`src/rtl/dual_port_bram_arbiter_if.sv`:
```
// rtl/dual_port_bram_arbiter_if.sv - requester-side request/response bus of the dual-port BRAM arbiter
//
// Signals (requester k occupies bit k / slice k of every vector):
//   i_REQ_VALID    request valid
//   i_REQ_WRITE    1 = write, 0 = read
//   i_REQ_ADDRESS  request address
//   i_REQ_WDATA    write data
//   o_REQ_READY    grant; a request is accepted when valid & ready
//   o_RSP_VALID    one-cycle read response strobe
//   o_RSP_DATA     read data, zero in slices that are not valid
// Modports: master = client engines, slave = arbiter.
interface dual_port_bram_arbiter_if #(
    parameter int p_NUM_REQ       = 4,
    parameter int p_ADDRESS_WIDTH = 4,
    parameter int p_DATA_WIDTH    = 8
);
    logic [p_NUM_REQ-1:0]                 i_REQ_VALID;
    logic [p_NUM_REQ-1:0]                 i_REQ_WRITE;
    logic [p_NUM_REQ*p_ADDRESS_WIDTH-1:0] i_REQ_ADDRESS;
    logic [p_NUM_REQ*p_DATA_WIDTH-1:0]    i_REQ_WDATA;
    logic [p_NUM_REQ-1:0]                 o_REQ_READY;
    logic [p_NUM_REQ-1:0]                 o_RSP_VALID;
    logic [p_NUM_REQ*p_DATA_WIDTH-1:0]    o_RSP_DATA;

    modport master (
        output i_REQ_VALID, i_REQ_WRITE, i_REQ_ADDRESS, i_REQ_WDATA,
        input  o_REQ_READY, o_RSP_VALID, o_RSP_DATA
    );

    modport slave (
        input  i_REQ_VALID, i_REQ_WRITE, i_REQ_ADDRESS, i_REQ_WDATA,
        output o_REQ_READY, o_RSP_VALID, o_RSP_DATA
    );
endinterface

```
`src/rtl/dual_port_bram_arbiter.sv`:
```
// rtl/dual_port_bram_arbiter.sv - round-robin arbiter sharing one dual-port BRAM among p_NUM_REQ requesters
//
// Ports:
//   i_CLK, i_RESET_N        clock, asynchronous active-low reset
//   req_bus                 requester request/response bus (slave side)
//   o_WRITE_ENABLE_A/B      BRAM write enables
//   o_READ_ENABLE_A/B       BRAM read enables
//   o_WRITE_ADDRESS_A/B     BRAM write addresses
//   o_READ_ADDRESS_A/B      BRAM read addresses
//   o_WRITE_DATA_A/B        BRAM write data
//   i_READ_DATA_A/B         BRAM registered read data (one cycle after read enable)
module dual_port_bram_arbiter #(
    parameter int p_NUM_REQ       = 4,
    parameter int p_ADDRESS_WIDTH = 4,
    parameter int p_DATA_WIDTH    = 8
) (
    input  logic                       i_CLK,
    input  logic                       i_RESET_N,
    dual_port_bram_arbiter_if.slave    req_bus,
    output logic                       o_WRITE_ENABLE_A,
    output logic                       o_READ_ENABLE_A,
    output logic [p_ADDRESS_WIDTH-1:0] o_WRITE_ADDRESS_A,
    output logic [p_ADDRESS_WIDTH-1:0] o_READ_ADDRESS_A,
    output logic [p_DATA_WIDTH-1:0]    o_WRITE_DATA_A,
    input  logic [p_DATA_WIDTH-1:0]    i_READ_DATA_A,
    output logic                       o_WRITE_ENABLE_B,
    output logic                       o_READ_ENABLE_B,
    output logic [p_ADDRESS_WIDTH-1:0] o_WRITE_ADDRESS_B,
    output logic [p_ADDRESS_WIDTH-1:0] o_READ_ADDRESS_B,
    output logic [p_DATA_WIDTH-1:0]    o_WRITE_DATA_B,
    input  logic [p_DATA_WIDTH-1:0]    i_READ_DATA_B
);
    localparam int c_PTR_WIDTH = (p_NUM_REQ > 1) ? $clog2(p_NUM_REQ) : 1;

    logic [c_PTR_WIDTH-1:0] r_RR_PTR;
    logic [p_NUM_REQ-1:0]   r_RSP_PENDING;
    // 1 = the pending read was issued on port B, 0 = port A
    logic [p_NUM_REQ-1:0]   r_RSP_PORT;

    logic                   w1_found, w2_found;
    logic [c_PTR_WIDTH-1:0] w1_idx, w2_idx;
    logic [c_PTR_WIDTH-1:0] last_idx, ptr_next;
    logic [p_NUM_REQ-1:0]   grant, port_b_sel;

    // Round-robin scan from r_RR_PTR. Winner 1 takes port A; winner 2 is the
    // next valid requester that does not hit winner 1's address with a write
    // involved. Conflicting candidates are simply passed over this cycle.
    always_comb begin
        int                       idx;
        logic [p_ADDRESS_WIDTH-1:0] w1_addr;
        logic                     w1_write;
        idx      = 0;
        w1_addr  = '0;
        w1_write = 1'b0;
        w1_found = 1'b0;
        w2_found = 1'b0;
        w1_idx   = '0;
        w2_idx   = '0;
        for (int off = 0; off < p_NUM_REQ; off++) begin
            idx = int'(r_RR_PTR) + off;
            if (idx >= p_NUM_REQ) idx = idx - p_NUM_REQ;
            if (i_RESET_N && req_bus.i_REQ_VALID[idx]) begin
                if (!w1_found) begin
                    w1_found = 1'b1;
                    w1_idx   = c_PTR_WIDTH'(idx);
                    w1_addr  = req_bus.i_REQ_ADDRESS[idx*p_ADDRESS_WIDTH +: p_ADDRESS_WIDTH];
                    w1_write = req_bus.i_REQ_WRITE[idx];
                end else if (!w2_found &&
                             !((w1_addr == req_bus.i_REQ_ADDRESS[idx*p_ADDRESS_WIDTH +: p_ADDRESS_WIDTH]) &&
                               (w1_write || req_bus.i_REQ_WRITE[idx]))) begin
                    w2_found = 1'b1;
                    w2_idx   = c_PTR_WIDTH'(idx);
                end
            end
        end
    end

    always_comb begin
        grant      = '0;
        port_b_sel = '0;
        if (w1_found) grant[w1_idx] = 1'b1;
        if (w2_found) begin
            grant[w2_idx]      = 1'b1;
            port_b_sel[w2_idx] = 1'b1;
        end
    end

    // Winner 2 always lies later in scan order than winner 1, so it is the
    // last granted index whenever it exists.
    assign last_idx = w2_found ? w2_idx : w1_idx;
    assign ptr_next = (int'(last_idx) == p_NUM_REQ - 1) ? '0 : last_idx + 1'b1;

    always_comb begin
        o_WRITE_ENABLE_A  = 1'b0;
        o_READ_ENABLE_A   = 1'b0;
        o_WRITE_ADDRESS_A = '0;
        o_READ_ADDRESS_A  = '0;
        o_WRITE_DATA_A    = '0;
        o_WRITE_ENABLE_B  = 1'b0;
        o_READ_ENABLE_B   = 1'b0;
        o_WRITE_ADDRESS_B = '0;
        o_READ_ADDRESS_B  = '0;
        o_WRITE_DATA_B    = '0;
        if (w1_found) begin
            if (req_bus.i_REQ_WRITE[w1_idx]) begin
                o_WRITE_ENABLE_A  = 1'b1;
                o_WRITE_ADDRESS_A = req_bus.i_REQ_ADDRESS[int'(w1_idx)*p_ADDRESS_WIDTH +: p_ADDRESS_WIDTH];
                o_WRITE_DATA_A    = req_bus.i_REQ_WDATA[int'(w1_idx)*p_DATA_WIDTH +: p_DATA_WIDTH];
            end else begin
                o_READ_ENABLE_A   = 1'b1;
                o_READ_ADDRESS_A  = req_bus.i_REQ_ADDRESS[int'(w1_idx)*p_ADDRESS_WIDTH +: p_ADDRESS_WIDTH];
            end
        end
        if (w2_found) begin
            if (req_bus.i_REQ_WRITE[w2_idx]) begin
                o_WRITE_ENABLE_B  = 1'b1;
                o_WRITE_ADDRESS_B = req_bus.i_REQ_ADDRESS[int'(w2_idx)*p_ADDRESS_WIDTH +: p_ADDRESS_WIDTH];
                o_WRITE_DATA_B    = req_bus.i_REQ_WDATA[int'(w2_idx)*p_DATA_WIDTH +: p_DATA_WIDTH];
            end else begin
                o_READ_ENABLE_B   = 1'b1;
                o_READ_ADDRESS_B  = req_bus.i_REQ_ADDRESS[int'(w2_idx)*p_ADDRESS_WIDTH +: p_ADDRESS_WIDTH];
            end
        end
    end

    always_ff @(posedge i_CLK or negedge i_RESET_N) begin
        if (!i_RESET_N) begin
            r_RR_PTR      <= '0;
            r_RSP_PENDING <= '0;
            r_RSP_PORT    <= '0;
        end else begin
            if (w1_found) r_RR_PTR <= ptr_next;
            r_RSP_PENDING <= grant & ~req_bus.i_REQ_WRITE;
            r_RSP_PORT    <= port_b_sel;
        end
    end

    // The BRAM registers its read data, so the port tag captured with the
    // grant lines up with the data arriving one cycle later.
    always_comb begin
        req_bus.o_RSP_DATA = '0;
        for (int k = 0; k < p_NUM_REQ; k++) begin
            if (r_RSP_PENDING[k]) begin
                req_bus.o_RSP_DATA[k*p_DATA_WIDTH +: p_DATA_WIDTH] = r_RSP_PORT[k] ? i_READ_DATA_B : i_READ_DATA_A;
            end
        end
    end

    assign req_bus.o_REQ_READY = grant;
    assign req_bus.o_RSP_VALID = r_RSP_PENDING;
endmodule

```
`src/flat_wrapper.sv`:
```
// flat-port wrapper written by rule: the top's interface ports become plain ports
module dual_port_bram_arbiter_flat 
#(
    parameter int p_NUM_REQ       = 4,
    parameter int p_ADDRESS_WIDTH = 4,
    parameter int p_DATA_WIDTH    = 8
)
  (i_CLK, i_RESET_N, o_WRITE_ENABLE_A, o_READ_ENABLE_A, o_WRITE_ADDRESS_A, o_READ_ADDRESS_A, o_WRITE_DATA_A, i_READ_DATA_A, o_WRITE_ENABLE_B, o_READ_ENABLE_B, o_WRITE_ADDRESS_B, o_READ_ADDRESS_B, o_WRITE_DATA_B, i_READ_DATA_B, req_bus_i_REQ_VALID, req_bus_i_REQ_WRITE, req_bus_i_REQ_ADDRESS, req_bus_i_REQ_WDATA, req_bus_o_REQ_READY, req_bus_o_RSP_VALID, req_bus_o_RSP_DATA);
  dual_port_bram_arbiter_if #(.p_NUM_REQ(p_NUM_REQ), .p_ADDRESS_WIDTH(p_ADDRESS_WIDTH), .p_DATA_WIDTH(p_DATA_WIDTH)) req_bus_i ();
  input  logic i_CLK;
  input  logic i_RESET_N;
  output logic o_WRITE_ENABLE_A;
  output logic o_READ_ENABLE_A;
  output logic [p_ADDRESS_WIDTH-1:0] o_WRITE_ADDRESS_A;
  output logic [p_ADDRESS_WIDTH-1:0] o_READ_ADDRESS_A;
  output logic [p_DATA_WIDTH-1:0] o_WRITE_DATA_A;
  input  logic [p_DATA_WIDTH-1:0] i_READ_DATA_A;
  output logic o_WRITE_ENABLE_B;
  output logic o_READ_ENABLE_B;
  output logic [p_ADDRESS_WIDTH-1:0] o_WRITE_ADDRESS_B;
  output logic [p_ADDRESS_WIDTH-1:0] o_READ_ADDRESS_B;
  output logic [p_DATA_WIDTH-1:0] o_WRITE_DATA_B;
  input  logic [p_DATA_WIDTH-1:0] i_READ_DATA_B;
  input wire logic [$bits(req_bus_i.i_REQ_VALID)-1:0] req_bus_i_REQ_VALID;
  input wire logic [$bits(req_bus_i.i_REQ_WRITE)-1:0] req_bus_i_REQ_WRITE;
  input wire logic [$bits(req_bus_i.i_REQ_ADDRESS)-1:0] req_bus_i_REQ_ADDRESS;
  input wire logic [$bits(req_bus_i.i_REQ_WDATA)-1:0] req_bus_i_REQ_WDATA;
  output wire logic [$bits(req_bus_i.o_REQ_READY)-1:0] req_bus_o_REQ_READY;
  output wire logic [$bits(req_bus_i.o_RSP_VALID)-1:0] req_bus_o_RSP_VALID;
  output wire logic [$bits(req_bus_i.o_RSP_DATA)-1:0] req_bus_o_RSP_DATA;
  assign req_bus_i.i_REQ_VALID = req_bus_i_REQ_VALID;
  assign req_bus_i.i_REQ_WRITE = req_bus_i_REQ_WRITE;
  assign req_bus_i.i_REQ_ADDRESS = req_bus_i_REQ_ADDRESS;
  assign req_bus_i.i_REQ_WDATA = req_bus_i_REQ_WDATA;
  assign req_bus_o_REQ_READY = req_bus_i.o_REQ_READY;
  assign req_bus_o_RSP_VALID = req_bus_i.o_RSP_VALID;
  assign req_bus_o_RSP_DATA = req_bus_i.o_RSP_DATA;
  dual_port_bram_arbiter #(.p_NUM_REQ(p_NUM_REQ), .p_ADDRESS_WIDTH(p_ADDRESS_WIDTH), .p_DATA_WIDTH(p_DATA_WIDTH)) u_core (.i_CLK(i_CLK), .i_RESET_N(i_RESET_N), .req_bus(req_bus_i), .o_WRITE_ENABLE_A(o_WRITE_ENABLE_A), .o_READ_ENABLE_A(o_READ_ENABLE_A), .o_WRITE_ADDRESS_A(o_WRITE_ADDRESS_A), .o_READ_ADDRESS_A(o_READ_ADDRESS_A), .o_WRITE_DATA_A(o_WRITE_DATA_A), .i_READ_DATA_A(i_READ_DATA_A), .o_WRITE_ENABLE_B(o_WRITE_ENABLE_B), .o_READ_ENABLE_B(o_READ_ENABLE_B), .o_WRITE_ADDRESS_B(o_WRITE_ADDRESS_B), .o_READ_ADDRESS_B(o_READ_ADDRESS_B), .o_WRITE_DATA_B(o_WRITE_DATA_B), .i_READ_DATA_B(i_READ_DATA_B));
endmodule
```
`config.mk`:
```
export PLATFORM = sky130hd
export DESIGN_NAME = dual_port_bram_arbiter_flat
export DESIGN_NICKNAME = d
export VERILOG_FILES = /design/src/rtl/dual_port_bram_arbiter_if.sv /design/src/rtl/dual_port_bram_arbiter.sv /design/src/flat_wrapper.sv
export SDC_FILE = /design/constraint.sdc
export NUM_CORES = 1
export LEC_CHECK = 0
export CAP_MARGIN = 20
export CORE_MARGIN = 5
export CORE_UTILIZATION = 40
export CTS_BUF_LIST = sky130_fd_sc_hd__clkbuf_4 sky130_fd_sc_hd__clkbuf_8 sky130_fd_sc_hd__clkbuf_16
export CTS_CLUSTER_SIZE = 14
export DETAILED_ROUTE_END_ITERATION = 10
export PLACE_DENSITY_LB_ADDON = 0.15
export SKIP_LAST_GASP = 1
export SLEW_MARGIN = 25
export SYNTH_ARGS = -nofsm -noshare
export SYNTH_HDL_FRONTEND = slang
export SYNTH_SLANG_ARGS = --single-unit
```
`constraint.sdc`:
```
create_clock -name i_CLK -period 6 [get_ports i_CLK]
set_input_delay 1.5 -clock i_CLK [delete_from_list [all_inputs] [get_ports i_CLK]]
set_output_delay 1.5 -clock i_CLK [all_outputs]
set_load 0.005 [all_outputs]
```
== Word level (Yosys, flattened, before mapping) ==
Index checks and enable logic that the tools add are counted.
Cells by class
  reductions and logical operators: 18
  multiplexer cells: 108
  shifts and indexed selects: 8
  magnitude comparators: 12
  bitwise logic cells: 3
  equality and inequality tests: 4
  add/subtract/negate cells: 8
Operators with widths (number)
  32-bit by 4-bit less-than comparator with 1-bit output (second input constant): 4
  32-bit 2-to-1 mux: 4
  16-bit by 32-bit indexed part select with 4-bit output: 4
  32-bit by 4-bit >= comparator with 1-bit output (second input constant): 3
  8-bit 2-to-1 mux: 12
  32-bit by 4-bit subtractor with 32-bit output (second input constant): 3
  4-bit 2-to-1 mux: 16
  32-bit by 6-bit indexed part select with 8-bit output: 2
  1-bit 2-to-1 mux: 46
  2-bit 2-to-1 mux: 18
  16-bit by 5-bit indexed part select with 4-bit output: 2
  1-bit binary-select mux with 2-bit select: 10
  4-bit == test: 3
  1-bit logical AND: 11
  2-bit by 2-bit adder with 3-bit output (second input constant): 2
  2-bit by 3-bit less-than comparator with 1-bit output (second input constant): 2
  4-bit bitwise AND: 1
  1-bit demux with 2-bit select: 2
  2-bit by 1-bit >= comparator with 1-bit output (second input constant): 2
  1-bit logical NOT: 4
  4-bit inverter: 1
  4-bit OR: 1
  2-bit by 3-bit subtractor with 4-bit output (second input constant): 1
  2-bit by 1-bit adder with 3-bit output (second input constant): 1
  other kinds (4): 6
Storage, ports and cells
  register bits: 10
  input bits: 74
  word-level logic and storage cells: 164
  output and inout port bits: 76

== Longest topological paths before layout ==
  depth after elaboration: 29
  depth in mapped cells: 19
  depth with buffers taken out: 13

== Worst setup path before layout ==
Ideal clock, no wire load.
  path kind: register to output
  start: register u_core.r_RR_PTR[0]
  end: output o_WRITE_DATA_B[4]
  stages on the path, launching flop included: 18
  setup slack: -0.008 ns
  data required time: 4.500 ns
  arrival time: 4.508 ns
  path buffers: 5
  cells stage by stage: dfrtp_1 > buf_6 > buf_4 > buf_2 > clkinv_1 > ha_1 > buf_2 > mux4_2 > and2_1 > and3_1 > nor2_1 > xor2_1 > o41a_1 > a2111oi_4 > nor2_4 > buf_4 > o311a_1 > o21ba_1
On the way
  word-level cells in the longest chain between the ends: 26
  elaborated cells on any way between the ends: 98
  classes of those cells: add/sub: 7; order compare: 4; eq/ne: 3; shift: 5; mux: 63; reduce/logical: 16
RTL lines
  start: declaration: RTL line dual_port_bram_arbiter.sv:35  | logic [c_PTR_WIDTH-1:0] r_RR_PTR;
  start signal: assignment: RTL line dual_port_bram_arbiter.sv:132  | if (w1_found) r_RR_PTR <= ptr_next;
  parallel branches: the longest is 25 deep, another holds 32-bit by 4-bit subtractor with 32-bit output
  8-bit 2-to-1 mux *: RTL line dual_port_bram_arbiter.sv:114  | if (w2_found) begin
  end: declaration: RTL line flat_wrapper.sv:22  | output logic [p_DATA_WIDTH-1:0] o_WRITE_DATA_B;
Every way passes the cells marked *. The select of a mux whose other input is x is not followed.

== Worst setup path after layout ==
  start: input req_bus_i_REQ_ADDRESS[12]
  end: output o_READ_ADDRESS_B[2]
On the way
  word-level cells in the longest chain between the ends: 21
  elaborated cells on any way between the ends: 44
  classes of those cells: eq/ne: 3; shift: 5; mux: 27; reduce/logical: 9
RTL lines
  start: declaration: RTL line flat_wrapper.sv:26  | input wire logic [$bits(req_bus_i.i_REQ_ADDRESS)-1:0] req_bus_i_REQ_ADDRESS;
  parallel branches: the longest is 20 deep, another holds 16-bit by 32-bit indexed part select with 4-bit output
  4-bit 2-to-1 mux *: RTL line dual_port_bram_arbiter.sv:114
  end: declaration: RTL line flat_wrapper.sv:21  | output logic [p_ADDRESS_WIDTH-1:0] o_READ_ADDRESS_B;
Marked as above.

==> flow_summary.json <==
{
  "clockBufferDepth": 2,
  "htreeDepth": 1,
  "end_kind": "primary output",
  "p_seq_share_pct": 3.7,
  "cap_violations": 0,
  "antenna_found_initial": 0,
  "die_w_um": 104,
  "fin_setup_tns_ns": -2.74,
  "synth-warning-count": 0,
  "drt_iter0_markers": 232,
  "worst_ir_drop_vdd_mv": 0.475,
  "placed_area_um2": 5750,
  "rrSetupSlack_ns": 1.73,
  "clock_skew_ns": 0.00340,
  "grt_pass1_wl_um": 24400,
  "clock_sinks": 10,
  "fin_cells": 819,
  "nets": 792,
  "finalCritPeriodShare_pct": 103,
  "rows": 34,
  "critPathArrivalTime_ns": 4.71,
  "dp.cells": 759,
  "r2r-start": "u_core.r_RR_PTR[0]",
  "initial_core_util_pct": 40.9,
  "hp-start": "u_core.r_RR_PTR[0]",
  "placeableCoreArea_um2": 8680,
  "min_period_ns": 6.21,
  "ys_types": 73,
  "wl_per_cell_um": 19.6,
  "fmax_mhz": 161,
  "cts_buffers": 3,
  "cp_data_required_time_ns": 4.50,
  "syn_area_um2": 3550,
  "die_y_um": 104,
  "stdcell_area_um2": 6980,
  "violations": "negative setup slack",
  "cp-startpoint": "req_bus_i_REQ_ADDRESS[12]",
  "cts_tree": "done",
  "p_switching_mw": 1.97,
  "ys_ff_latch": 10,
  "synth_top_cell_by_area": "mux2i_1",
  "overflow": 0,
  "synth_edf_count": 0,
  "via_count": 4733,
  "fin_ws_ns": -0.209,
  "synth_area_leaders": "mux2i_1 (15%), nor2b_1 (7.6%), dfrtp_1 (7.0%)",
  "portBuffers": 149,
  "cellPowerDensity_nw_per_um2": 612,
  "power_frac_clock_pct": 2.0,
  "area_delta_synth_final_pct": 96.5,
  "cts_root_buf": "clkbuf_8",
  "synthesis.nets": 522,
  "drive_gt1_share_pct": 46.1,
  "io_pins": 150,
  "relSlewSlack_pct": 59.1,
  "switching_share_pct": 46.2,
  "critPathLaunchType": "input port",
  "synthFlopType": "dfrtp_1",
  "worstHoldPathType": "flop to flop",
  "yosysMostFrequentCell": "mux2i_1",
  "grt_pass1_vias": 4816,
  "p_int_mw": 2.30,
  "pre_cts_slack_ns": -1.06,
  "hold_viol_final": 0,
  "setup.worst_path.class": "input port to primary output",
  "power_leakage_nw": 2.90,
  "gp_congestion": 0.942,
  "synthTopCellsByCount": "mux2i_1 (54), nor2b_1 (43), nor2_1 (42)",
  "worst-slew-pin-transition_ns": 0.613,
  "utilization_pct": 80.4,
  "cp_max_fo": 7,
  "dieArea_um2": 10900,
  "viasPerCell": 5.78,
  "clkLatencyLatePin_ns": 0.24,
  "drv_slew": 0,
  "p_comb_share_pct": 94.4,
  "async_flop_share_pct": 100,
  "dpl.hpwl_um": 10900,
  "antenna_cells": 0,
  "grt_setup_unrepaired": "true",
  "gr-usage-all-layers_pct": 26.3,
  "firstDrtPassIters": 4,
  "clkTransAtPathRegs_ns": 0.05,
  "setup_viol": 19,
  "p_total_mw": 4.27,
  "postRouteAntennaNets": 0,
  "synth_top_area_share_pct": 15.2,
  "wl_um": 16100,
  "syn_inst": 442,
  "whs_ns": 0.729,
  "post-route-drc-count": 0,
  "ys_seq_area_share_pct": 7.05,
  "status": "finished, violations left",
  "grt_max_degree": 38,
  "syn_avg_cell_area_um2": 8.03
}
critical path, stage by stage:
cell             delay [ns]
clkdlybuf4s15_2        0.20
mux4_2                 0.51
nand4_1                0.20
and2_4                 0.21
buf_4                  0.12
o221ai_4               0.12
a2111oi_4              0.43
buf_4                  0.20
a2111oi_4              0.05
nor2_4                 0.21
buf_6                  0.17
mux2_4                 0.31
a2bb2oi_2              0.17
buf_4                  0.14
nor2_4                 0.03
buf_2                  0.11
worst paths after layout:
path | cells past startpoint | endpoint
worst min-delay path | 3 | u_core.r_RR_PTR[0]
max in group asynchronous | 2 | u_core.req_bus.o_RSP_VALID[1]
min in group asynchronous | 2 | u_core.r_RSP_PORT[1]
worst max-delay path | 16 | o_READ_ADDRESS_B[2]
worst min register to register | 3 | u_core.r_RR_PTR[0]
worst max register to register | 19 | u_core.r_RR_PTR[1]
kinds of logic after synthesis:
family	after synthesis	synth area share, %
simple gates	174	26.6
compound gates	112	26.1
mux	89	30.2
buf+inv	43	5.95
flops	10	7.05
xor+xnor	8	1.97
fa+ha+maj	6	2.11
placed cells by master (no fill, tap or decap), drive strengths merged, types with 17 or more instances in the layout:
cell type        n
clkdlybuf4s50  101
a211oi          26
mux2i           56
nand2           27
mux2            22
nor2            43
nor2b           43
o21ai           17
buf            181
sequential cells by signal (all words and copies together) (netlist names):
signal / flops
u_core.req_bus.o_RSP_VALID: 4
u_core.r_RSP_PORT: 4
u_core.r_RR_PTR: 2
per-layer routing:
| layer | track usage [%] | part of all wire, % | routed length, um | vias to the layer above |
|---|---|---|---|---|
| li1 | - | - | - | 2216 |
| met5 | 0 | 0 | 0 | - |
| met3 | 3.17 | 5.0 | 799 | 41 |
| met1 | 32.2 | 39 | 6300 | 2315 |
| met4 | 8.97 | 2.7 | 429 | 0 |
| met2 | 47.2 | 53 | 8530 | 161 |
layout make-up:
| cell class | count | area (um2) |
|---|---|---|
| multi-input combinational | 389 | 3730 |
| timing repair inverter | 1 | 7.51 |
| clock buffer | 4 | 55.1 |
| fill | 564 | 1700 |
| tap | 108 | 135 |
| timing repair buffer | 295 | 2750 |
| sequential | 10 | 250 |
| inverter | 12 | 51.3 |
power groups by stage:
stage / logic, mW / clock network, mW / registers [mW]
floorplan: 1.75 / 0 / 0.116
global placement: 2.96 / 0 / 0.155
detailed placement: 2.99 / 0 / 0.158
CTS: 3.52 / 0.0853 / 0.157
global route: 4.28 / 0.0875 / 0.162
finish: 4.03 / 0.0840 / 0.156
repair_timing:
action	in CTS	in global routing
buffers inserted	37	19
gates resized for setup	260	103
setup endpoints to repair	40	40
hold buffers	0	0
endpoints found under the hold margin	0	0
cloned	3	0
pin swaps	46	44
Note: power is estimated with default switching activity, not from simulation.
